[src/rtl/fifo_rd_stream_pkg.sv]
// Shared types for the FIFO read-side stream adapter.
// Widths are sized for the largest legal prefetch depth so one set of types serves every build.
package fifo_rd_stream_pkg;
    localparam int DW_DEF        = 32;
    localparam int BUF_DEPTH_DEF = 3;
    localparam int BUF_DEPTH_MAX = 8;

    // Occupancy must represent 0..depth inclusive, hence depth+1 states.
    function automatic int cnt_w(input int depth);
        return $clog2(depth + 1);
    endfunction

    localparam int CNT_W = cnt_w(BUF_DEPTH_MAX);
    localparam int PTR_W = $clog2(BUF_DEPTH_MAX);

    typedef logic [CNT_W-1:0] cnt_t;
    typedef logic [PTR_W-1:0] ptr_t;
endpackage

[src/rtl/fifo_rd_skid_buf.sv]
// Circular prefetch buffer: storage, wr/rd pointers, occupancy count, head word output.
// Latency: push visible at head one cycle later; head is combinational from storage.
// Backpressure: none internally; the caller must never push while full.
module fifo_rd_skid_buf
    import fifo_rd_stream_pkg::*;
#(
    parameter int DW    = DW_DEF,
    parameter int DEPTH = BUF_DEPTH_DEF
) (
    input  logic          clk,
    input  logic          rst_n,
    input  logic          push,
    input  logic [DW-1:0] push_data,
    input  logic          pop,
    output logic [DW-1:0] head_data,
    output cnt_t          count
);

    logic [DW-1:0] mem [DEPTH];
    ptr_t          wr_ptr;
    ptr_t          rd_ptr;

    // Explicit compare-and-clear so non-power-of-2 depths wrap correctly.
    function automatic ptr_t ptr_inc(input ptr_t p);
        return (p == ptr_t'(DEPTH - 1)) ? '0 : p + ptr_t'(1);
    endfunction

    always_ff @(posedge clk or negedge rst_n) begin
        if (!rst_n) begin
            for (int i = 0; i < DEPTH; i++) begin
                mem[i] <= '0;
            end
        end else if (push) begin
            mem[wr_ptr] <= push_data;
        end
    end

    always_ff @(posedge clk or negedge rst_n) begin
        if (!rst_n) begin
            wr_ptr <= '0;
            rd_ptr <= '0;
            count  <= '0;
        end else begin
            if (push) begin
                wr_ptr <= ptr_inc(wr_ptr);
            end
            if (pop) begin
                rd_ptr <= ptr_inc(rd_ptr);
            end
            count <= count + cnt_t'(push) - cnt_t'(pop);
        end
    end

    assign head_data = mem[rd_ptr];

endmodule

[src/rtl/fifo_rd_stream.sv]
// FIFO pop interface to valid/ready stream with prefetch; optional word counter (FIFO_RD_STREAM_CNT_EN).
// Latency: first m_valid two cycles after the first fifo_rd_en; 1 word/cycle sustained with BUF_DEPTH>=3.
// Backpressure: pops are credit-limited by registered occupancy; m_ready never reaches fifo_rd_en.
module fifo_rd_stream
    import fifo_rd_stream_pkg::*;
#(
    parameter int DW        = DW_DEF,
    parameter int BUF_DEPTH = BUF_DEPTH_DEF
) (
    input  logic          rd_clk,
    input  logic          rd_rst_n,
    input  logic          fifo_empty,
    input  logic [DW-1:0] fifo_data,
    output logic          fifo_rd_en,
    output logic          m_valid,
    input  logic          m_ready,
    output logic [DW-1:0] m_data
`ifdef FIFO_RD_STREAM_CNT_EN
    ,
    output logic [31:0]   rd_word_cnt
`endif
);

    logic inflight;
    logic drain;
    cnt_t count;
    cnt_t committed;

    // Buffered plus in-flight words are the credits already spent.
    assign committed  = count + cnt_t'(inflight);
    assign fifo_rd_en = rd_rst_n & ~fifo_empty & (committed < cnt_t'(BUF_DEPTH));

    assign m_valid = (count != '0);
    assign drain   = m_valid & m_ready;

    always_ff @(posedge rd_clk or negedge rd_rst_n) begin
        if (!rd_rst_n) begin
            inflight <= 1'b0;
        end else begin
            inflight <= fifo_rd_en;
        end
    end

    fifo_rd_skid_buf #(
        .DW    (DW),
        .DEPTH (BUF_DEPTH)
    ) u_buf (
        .clk       (rd_clk),
        .rst_n     (rd_rst_n),
        .push      (inflight),
        .push_data (fifo_data),
        .pop       (drain),
        .head_data (m_data),
        .count     (count)
    );

`ifdef FIFO_RD_STREAM_CNT_EN
    logic [31:0] word_cnt;

    always_ff @(posedge rd_clk or negedge rd_rst_n) begin
        if (!rd_rst_n) begin
            word_cnt <= '0;
        end else if (drain) begin
            word_cnt <= word_cnt + 32'd1;
        end
    end

    assign rd_word_cnt = word_cnt;
`endif

endmodule

[config.mk]
export PLATFORM = sky130hd
export DESIGN_NAME = fifo_rd_stream
export DESIGN_NICKNAME = d
export VERILOG_FILES = /design/src/rtl/fifo_rd_stream_pkg.sv /design/src/rtl/fifo_rd_skid_buf.sv /design/src/rtl/fifo_rd_stream.sv
export SDC_FILE = /design/constraint.sdc
export NUM_CORES = 1
export LEC_CHECK = 0
export CAP_MARGIN = 15
export CORE_MARGIN = 2
export CORE_UTILIZATION = 50
export CTS_BUF_LIST = sky130_fd_sc_hd__clkbuf_8
export CTS_CLUSTER_DIAMETER = 100
export CTS_CLUSTER_SIZE = 10
export DETAILED_ROUTE_END_ITERATION = 10
export DONT_BUFFER_PORTS = 1
export PLACE_DENSITY_LB_ADDON = 0.3
export SYNTH_ARGS = -nofsm -noshare
export SYNTH_HDL_FRONTEND = slang
export SYNTH_SLANG_ARGS = --single-unit
[constraint.sdc]
create_clock -name rd_clk -period 6 [get_ports rd_clk]
set_clock_uncertainty 0.15 [all_clocks]
set_input_delay 1.8 -clock rd_clk [delete_from_list [all_inputs] [get_ports rd_clk]]
set_output_delay 1.8 -clock rd_clk [all_outputs]
set_load 0.01 [all_outputs]
==> results of run 1 <==
## how the worst min path moves through the flow
stage	start	end	slack (ns)	depth (start not counted)
2_1_floorplan	u_buf.rd_ptr[2]$_DFFE_PN0N_	u_buf.rd_ptr[2]$_DFFE_PN0N_	0.30	1
3_3_place_gp	u_buf.rd_ptr[2]$_DFFE_PN0N_	u_buf.rd_ptr[2]$_DFFE_PN0N_	0.31	1
3_5_place_dp	u_buf.rd_ptr[2]$_DFFE_PN0N_	u_buf.rd_ptr[2]$_DFFE_PN0N_	0.31	1
4_1_cts	u_buf.rd_ptr[2]$_DFFE_PN0N_	u_buf.rd_ptr[2]$_DFFE_PN0N_	0.33	1
5_1_grt	u_buf.rd_ptr[2]$_DFFE_PN0N_	u_buf.rd_ptr[2]$_DFFE_PN0N_	0.34	1
6_report	u_buf.rd_ptr[2]$_DFFE_PN0N_	u_buf.rd_ptr[2]$_DFFE_PN0N_	0.33	1
## metal layers
layer | wire length, µm | global-route usage [%] | share of wire [%] | up-vias
met5 | 0 | 0 | 0 | -
li1 | - | - | - | 1283
met2 | 4210 | 29.8 | 48 | 57
met4 | 109 | 5.23 | 1.2 | 0
met1 | 3950 | 23.8 | 45 | 1386
met3 | 558 | 6.02 | 6.3 | 9
## synthesized netlist by cell type
master	number
nor3b_2	1
nand2b_1	2
inv_1	7
nor2b_1	1
buf_2	12
a21o_1	1
a2111oi_0	1
mux2_1	8
mux2_4	1
mux2i_1	32
or4_4	1
and2_1	1
nand3b_1	1
inv_2	1
clkbuf_1	8
a22o_1	1
nand2_1	35
buf_6	1
nand3_1	1
nor2_1	1
a21oi_1	5
ha_1	5
nor3_1	1
mux2_2	88
o21ai_0	35
xor2_1	2
dfrtp_1	107
buf_1	1
nor3_2	2
nor4b_1	1
and2_4	1
xnor2_1	4
a31oi_1	1
## power breakdown
group | total [mW] | switching, mW | leakage, nW | internal, mW
Combinational | 0.808 | 0.439 | 0.852 | 0.369
Sequential | 1.14 | 0.148 | 1.39 | 0.991
Clock | 0.415 | 0.226 | 0.0981 | 0.189
## sequential cells by signal, indices dropped and copies added, names as in the netlist
| register | flops |
|---|---|
| inflight | 1 |
| u_buf.wr_ptr | 3 |
| u_buf.mem | 96 |
| u_buf.count | 4 |
| u_buf.rd_ptr | 3 |
## cell type report
cell class                 count  area (µm²)
timing repair buffer           6        45.0
tap                          129         161
clock inverter                 6        58.8
sequential                   107        2680
fill                         803        4160
clock buffer                   9         124
inverter                       8        30.0
multi-input combinational    233        2020
## kinds of logic (layout without fill, tap and decap cells)
| group | Yosys count | after routing | share of synthesized area, % |
|---|---|---|---|
| AOI/OAI and AO/OA | 44 | 44 | 4.81 |
| buffers and inverters | 30 | 29 | 2.81 |
| muxes | 129 | 129 | 29.4 |
| adders and majority gates | 5 | 5 | 1.30 |
| DFF | 107 | 107 | 55.6 |
| and+or+nand+nor | 49 | 49 | 4.96 |
| xor gates and xnor gates | 6 | 6 | 1.09 |
## per-stage QoR
| step | cell area (µm²) | std cells | total power [mW] |
|---|---|---|---|
| final | 5120 | 498 | 2.36 |
| after global routing | 5120 | 498 | 2.53 |
| after CTS | 5120 | 498 | 2.39 |
| after detailed placement | 4940 | 483 | 1.98 |
| after global placement | 4940 | 483 | 1.94 |
| after floorplan | 4810 | 370 | 1.78 |
==> impl_metrics.ini, run 1 <==
[final_layout]
fin_nets = 406
drive_gt1_share_pct = 31.4
final_common_cell = dfrtp_1
fin_util_pct = 55.2
area_growth_pct = 6.37
final_cell_mix = 106 x dfrtp_1, 88 x mux2_2, 35 x nand2_1, 35 x o21ai_0, 32 x mux2i_1
antennaDiodeCount = 0

[sta]
slew_viol_final = 0
setup_viol = 0
post-route-period-util_pct = 76.4
rsz0062_at_grt = no
tns_ns = 0
worst_hold_slack_ns = 0.328
clock.fmax_mhz = 218
slew_headroom_pct = 34.9
setup_slack_ns = 1.42
worst_slew_pin_slew_ns = 0.953
hold_violations = 0
min_period_ns = 4.58

[worst_setup_path]
crit_cells = 2
reg2regPathDepth = 6
cp_max_fo = 108
reg2reg_slack_ns = 3.20
critical_path_buf_inv_count = 1
cpPeakStageDelay_ns = 0.79
crit_path_top_delay_cell = a2111oi_0
worstSetupPathType = in -> out
timing.rr.end = u_buf.mem[56]$_DFFE_PN0P_
endpoint = fifo_rd_en
required_ns = 4.05
r2r_start = u_buf.wr_ptr[1]$_DFFE_PN0P_
worstSetupStartpoint = rd_rst_n
crit_path_start_kind = input port
endpoint_kind = output pin
critPathTopFamily = compound AO/OA/AOI/OAI gates
crit_arrival_ns = 2.63
crit_chain = inv_1, a2111oi_0

[yosys]
synth_top_area_cell = dfrtp_1
synth_seq_cells = 107
synthTopCellsByArea = dfrtp_1 56%, mux2_2 21%, mux2i_1 6.7%, o21ai_0 3.6%, nand2_1 2.7%
synth-seq-area-share_pct = 55.6
synthesis.instances = 370
synth_fp_nets = 411
synthDistinctLibCells = 33
netlist_area_um2 = 4810
synth.top_cell.area_share_pct = 55.6
avgSynthCellArea_um2 = 13.0
ys_warn_count = 0

[global_routing]
grt_usage_pct = 18.4
grt_pass1_wl_um = 14500
grt_pass1_vias = 2904
globalRouteOverflowTotal = 0
grt_max_degree = 109
grt_antenna_before_repair = 0

[clock_network]
cts_hold_buf = 0
clock_path_buffers = 2
h-tree-depth = 3
cts_resized = 0
numClockSinks = 107
post_cts_buffers = 0
clk_latency_ns = 0.36
cts-root-buf = clkbuf_8
clk_pin_slew_ns = 0.08
numCtsBuffers = 9
cts_tree = built

[route]
wl_per_cell_um = 17.7
drt_iter0_markers = 70
vias = 2735
drc = 0
via_per_inst = 5.49
ant_nets = 0
dr.pass1.iters = 4
finalWirelength_um = 8830

[placed_design]
dpl.hpwl_um = 5530
preCtsSetupSlack_ns = 1.41
place.gp.congestion = 0.709
io_buffer_count = 0

[floorplan]
num_rows = 35
fp.dieH_um = 102
dieArea_um2 = 10400
core_um2 = 9280
io_pins = 70
initial_core_util_pct = 51.9
die_w_um = 102

[status]
outcome = complete, no violations

[min_path]
hold_class = reg -> reg

[power_and_ir_drop]
vdd_drop_max_mv = 0.212
leakage_nw = 2.34
power.density_nw_per_um2 = 461

[job]
maxCapViolCount = 0
No activity file was read; power rests on OpenSTA's default activity.
==> run 2, diff against run 1 <==
--- a/config.mk
+++ b/config.mk
@@ -5,6 +5,7 @@
 export SDC_FILE = /design/constraint.sdc
 export NUM_CORES = 1
 export LEC_CHECK = 0
+export ABC_AREA = 1
 export CAP_MARGIN = 15
 export CORE_MARGIN = 2
 export CORE_UTILIZATION = 50
==> constraint.sdc (replaced) <==
create_clock -name rd_clk -period 4.6 [get_ports rd_clk]
set_clock_uncertainty 0.15 [all_clocks]
set_input_delay 1.38 -clock rd_clk [delete_from_list [all_inputs] [get_ports rd_clk]]
set_output_delay 1.38 -clock rd_clk [all_outputs]
set_load 0.01 [all_outputs]
==> run 2 against run 1 <==
Worst setup slack got worse by 0.69 ns. Sequential power grew 53%. First-iteration DRC count rose to 3.3 times the previous value. Flip-flop and latch count unchanged. Die area increased by 6.4%. Wire length is 11% higher. Synthesized cell count up 64%. Non-clock buffer count shrank 2. Utilization decreased by 1.6 points. Hold slack gained 0.0084 ns. Power is 51% higher. Critical path depth up 2. Critical endpoint is now m_data[27].
==> impl_metrics.ini, run 2 <==
[yosys]
ys_warn_count = 0
synth_top_family_by_area = compound AO/OA/AOI/OAI gates
synth_fp_nets = 647
netlist_area_um2 = 5130
synth_edf_count = 0
synthDistinctLibCells = 23
synth_compound_area_share_pct = 19.1
synthTopCellsByCount = 156 x nand2_1, 107 x dfrtp_1, 100 x o21ai_0, 79 x inv_1, 37 x o21ai_2
synth_fa_ha_area_share_pct = 1.22
synthTopCellsByArea = dfrtp_1 52%, nand2_1 11%, o21ai_0 9.7%, o21ai_2 6.3%, inv_1 5.8%
synthArstFlopShare_pct = 100
synth-seq-area-share_pct = 52.1
synth_most_common_cell = nand2_1
avgSynthCellArea_um2 = 8.47
synthFlopType = dfrtp_1
synth_xor_area_share_pct = 0.341
synth-simple-area-share_pct = 16.7
synth.top_cell.area_share_pct = 52.1
synthMuxAreaShare_pct = 0
synth_top_area_cell = dfrtp_1
synthesis.instances = 606
synth_seq_cells = 107

[sta]
worst_hold_slack_ns = 0.337
post-route-period-util_pct = 84.2
rsz0062_at_grt = no
min_period_ns = 3.87
worst_slew_pin_slew_ns = 1.08
setup_viol = 0
slew_viol_final = 0
tns_ns = 0
setup_slack_ns = 0.729
slew_headroom_pct = 27.7
clock.fmax_mhz = 258
hold_violations = 0

[placed_design]
place_area_um2 = 5090
dpl.hpwl_um = 6370
preCtsSetupSlack_ns = 1.10
dpl.cell_count = 706
place.gp.congestion = 0.735
io_buffer_count = 0

[power_and_ir_drop]
vdd_drop_max_mv = 0.259
power.density_nw_per_um2 = 676
leakage_nw = 2.69

[route]
wl_per_cell_um = 13.6
via_per_inst = 5.14
finalWirelength_um = 9820
vias = 3704
drc = 0
ant_nets = 0
dr.pass1.iters = 4
drt_iter0_markers = 233

[clock_network]
numClockSinks = 107
h-tree-depth = 3
numCtsBuffers = 9
clk_latency_ns = 0.36
cts-root-buf = clkbuf_8
cts_hold_buf = 0
clk_pin_slew_ns = 0.10
clock_path_buffers = 2
post_cts_buffers = 0
cts_tree = built
cts_resized = 0

[global_routing]
grt_usage_pct = 19.1
grt_antenna_before_repair = 0
grt_pass1_wl_um = 17100
grt_max_degree = 109
grt_pass1_vias = 3494
globalRouteOverflowTotal = 0

[final_layout]
fin_area_um2 = 5290
area_growth_pct = 2.92
final_common_cell = nand2_1
fin_nets = 625
largest_reg_flops = 96
top_register = u_buf.mem
final_cell_mix = 156 x nand2_1, 105 x dfrtp_1, 100 x o21ai_0
antennaDiodeCount = 0
top_regs = u_buf.mem (96), u_buf.count (4)
nFillCells = 927
drive_gt1_share_pct = 10.5
instances_no_fill = 721

[status]
outcome = complete, no violations

[worst_setup_path]
reg2regPathDepth = 9
worstSetupPathType = reg -> out
endpoint_kind = output pin
required_ns = 3.07
crit_path_start_kind = flip-flop
crit_arrival_ns = 2.34
cp_max_fo = 45

[floorplan]
num_rows = 36
core_um2 = 9860
initial_core_util_pct = 52.1
io_pins = 70
fp.dieH_um = 105
die_w_um = 105
dieArea_um2 = 11100

[min_path]
hold_depth = 2
hold_class = reg -> reg

[job]
maxCapViolCount = 0
-- run 2: cell types whose count changed in the layout (fill, tap and decap cells not counted), moves of 3 or more --
cell and delta:
o21ai_2 +37, xnor2_1 -3, nand3_1 +35, inv_1 +71, nor2_1 +6, nand4_1 +3, o21ai_1 +29, mux2i_1 -32
nand2_1 +121, a21oi_1 -3, o21ai_0 +65, mux2_2 -88, mux2_1 -8
-- run 2: stage by stage --
| step | total power [mW] | util (%) |
|---|---|---|
| finish | 3.57 | 53.6 |
| global route | 3.92 | 53.6 |
| CTS | 3.62 | 53.6 |
| detailed placement | 3.05 | 51.6 |
| global placement | 2.97 | 51.6 |
| floorplan | 2.77 | - |
-- run 2: critical path, stage by stage, from the launching register on --
cell and delay [ns]:
dfrtp_2 0.83, clkinv_1 0.49, buf_4 0.37, nand3_1 0.09
o21ai_0 0.19
-- run 2: worst paths after layout --
path	startpoint	end	slack (ns)
hold reg to reg	u_buf.mem[86]$_DFFE_PN0P_	u_buf.mem[86]$_DFFE_PN0P_	0.34
setup reg to reg	u_buf.wr_ptr[0]$_DFFE_PN0P_	u_buf.mem[54]$_DFFE_PN0P_	2.05
hold / removal	u_buf.mem[86]$_DFFE_PN0P_	u_buf.mem[86]$_DFFE_PN0P_	0.34
setup / recovery	u_buf.rd_ptr[0]$_DFFE_PN0N_	m_data[27]	0.73
max in group asynchronous	rd_rst_n	u_buf.mem[44]$_DFFE_PN0P_	3.59
min in group asynchronous	rd_rst_n	u_buf.count[3]$_DFF_PN0_	0.55
-- run 2: power breakdown --
part	total [mW]	switching (mW)	internal [mW]
Combinational	1.27	0.805	0.466
Sequential	1.74	0.356	1.38
Clock	0.567	0.316	0.251
-- run 2: routing by layer --
layer  GRT usage (%)  share of wire (%)  vias up
li1                -                  -     1890
met1            26.0                 47     1742
met2            30.9                 49       66
met3            4.02                3.8        6
met4            5.52               0.73        0
met5               0                  0        -
-- run 2: cell families (layout without fill, tap and decap cells) --
| family | after synthesis | in the layout |
|---|---|---|
| simple gates | 207 | 207 |
| compound gates | 168 | 168 |
| buf+inv | 117 | 99 |
| flops | 107 | 107 |
| fa+ha+maj | 5 | 5 |
| xor+xnor | 2 | 2 |
-- run 2: area by class of cell --
cell class | instances | area [µm²] | share of cell area (%)
clock inverter | 6 | 67.6 | 1.28
sequential | 107 | 2680 | 50.7
clock buffer | 9 | 124 | 2.34
inverter | 80 | 300 | 5.68
multi-input combinational | 382 | 1920 | 36.3
tap | 133 | 166 | 3.15
timing repair buffer | 4 | 30.0 | 0.568
==> run 3, diff against run 2 <==
==> constraint.sdc (replaced) <==
create_clock -name rd_clk -period 3.8 [get_ports rd_clk]
set_clock_uncertainty 0.15 [all_clocks]
set_input_delay 1.14 -clock rd_clk [delete_from_list [all_inputs] [get_ports rd_clk]]
set_output_delay 1.14 -clock rd_clk [all_outputs]
set_load 0.01 [all_outputs]
==> run 3 against run 2 <==
Clock power increased by 8.3%. Critical path type unchanged. Die area unchanged. Register-to-register slack worse by 0.45 ns.
==> impl_metrics.ini, run 3 (synthesized netlist as in run 2, its figures left out) <==
[floorplan]
fp.dieH_um = 105
core_um2 = 9860
die_w_um = 105
io_pins = 70
initial_core_util_pct = 52.1
dieArea_um2 = 11100
num_rows = 36

[placed_design]
dpl.cell_count = 708
io_buffer_count = 0
preCtsSetupSlack_ns = 0.967
place.gp.congestion = 0.757
dpl.hpwl_um = 6250

[route]
wl_met1_um = 4630
vias = 3746
drt_iter0_markers = 232
drc = 0
top_layer = met4
finalWirelength_um = 9830
wl_per_cell_um = 13.6
dr_wl_met3_um = 318
ant_nets = 0
dr.pass1.iters = 4
dr_wl_met2_um = 4740
via_per_inst = 5.18

[sta]
setup_viol = 0
rsz0062_at_grt = no
worst_slew_pin_slew_ns = 0.808
hold_violations = 0
post-route-period-util_pct = 84.3
tns_ns = 0
min_period_ns = 3.20
slew_headroom_pct = 46.2
clock.fmax_mhz = 312
setup_slack_ns = 0.598
slew_viol_final = 0

[clock_network]
cts_hold_buf = 0
clk_latency_ns = 0.35
cts-root-buf = clkbuf_8
cts_resized = 0
post_cts_buffers = 0
numCtsBuffers = 9
cts_tree = built
clock_path_buffers = 2
h-tree-depth = 3
clk_pin_slew_ns = 0.10
numClockSinks = 107

[final_layout]
top_register = u_buf.mem
top_regs = u_buf.mem (96), u_buf.count (4)
antennaDiodeCount = 0
largest_reg_flops = 96
fin_nets = 628
nFillCells = 910
drive_gt1_share_pct = 11.0
final_common_cell = nand2_1
instances_no_fill = 723
final_cell_mix = 156 x nand2_1, 105 x dfrtp_1, 100 x o21ai_0
area_growth_pct = 3.31

[worst_setup_path]
crit_arrival_ns = 1.91
cp_max_fo = 19
required_ns = 2.51
endpoint_kind = output pin
worstSetupPathType = reg -> out
crit_path_start_kind = flip-flop

[global_routing]
grt_usage_pct = 19.0
grt_pass1_wl_um = 16900
globalRouteOverflowTotal = 0
grt_max_degree = 109
grt_antenna_before_repair = 0
grt_pass1_vias = 3517

[power_and_ir_drop]
power.density_nw_per_um2 = 807
leakage_nw = 2.70
vdd_drop_max_mv = 0.386
intPower_mw = 2.49
pwr-share-clk_pct = 14.3
p_comb_share_pct = 38.6
swShare_pct = 41.8
switchingPower_mw = 1.79
seqPwrFrac_pct = 47.0
total_power_mw = 4.28

[status]
outcome = complete, no violations

[job]
maxCapViolCount = 0

[min_path]
hold_class = in -> async
## run 3: cell types whose count changed in the layout (fill, tap and decap cells not counted), sizes merged
cell      delta
buf          +3
inv          -1
clkinvlp     +2
clkinv       -1
bufinv       -1
## run 3: layout make-up
cell class	instances	area, µm²	share of cell area [%]
tap	133	166	3.14
timing repair buffer	7	77.6	1.46
multi-input combinational	382	1920	36.1
clock inverter	5	40.0	0.755
sequential	107	2680	50.5
clock buffer	9	124	2.33
inverter	80	300	5.66
## run 3: worst paths after layout
kind | start | endpoint | slack (ns) | depth (start not counted)
max in group asynchronous | rd_rst_n | u_buf.mem[83]$_DFFE_PN0P_ | 3.05 | 0
min in group rd_clk | u_buf.mem[85]$_DFFE_PN0P_ | u_buf.mem[85]$_DFFE_PN0P_ | 0.34 | 2
worst max-delay path | u_buf.rd_ptr[0]$_DFFE_PN0N_ | m_data[28] | 0.60 | 4
worst min-delay path | rd_rst_n | u_buf.count[3]$_DFF_PN0_ | 0.32 | 0
worst min register to register | u_buf.mem[85]$_DFFE_PN0P_ | u_buf.mem[85]$_DFFE_PN0P_ | 0.34 | 2
worst max register to register | u_buf.wr_ptr[0]$_DFFE_PN0P_ | u_buf.mem[31]$_DFFE_PN0P_ | 1.60 | 8
## run 3: per-stage QoR
stage | utilization (%) | hold WS [ns] | area [µm²]
finish | 53.8 | 0.319 | 5310
global route | 53.8 | 0.291 | 5310
CTS | 53.6 | 0.295 | 5290
detailed placement | 51.9 | 0.318 | 5120
global placement | 51.9 | 0.310 | 5120
floorplan | - | 0.298 | 5130
## run 3: metal layers
metal | global-route usage (%) | up-vias
li1 | - | 1899
met1 | 25.9 | 1772
met2 | 31.0 | 64
met3 | 2.91 | 11
met4 | 6.86 | 0
met5 | 0 | -
## run 3: worst max-delay path, stage by stage, from the launching register on
cell	delay, ns
dfrtp_2	0.37
clkinv_1	0.54
buf_4	0.42
nand3_1	0.07
o21ai_0	0.17
## run 3: power groups by stage
stage	Combinational [mW]	Sequential, mW	Clock (mW)
final	1.65	2.01	0.614
after global placement	1.62	2.00	0
after CTS	1.68	2.01	0.638
after global routing	1.93	2.09	0.681
after detailed placement	1.68	2.03	0
after floorplan	1.44	1.91	0
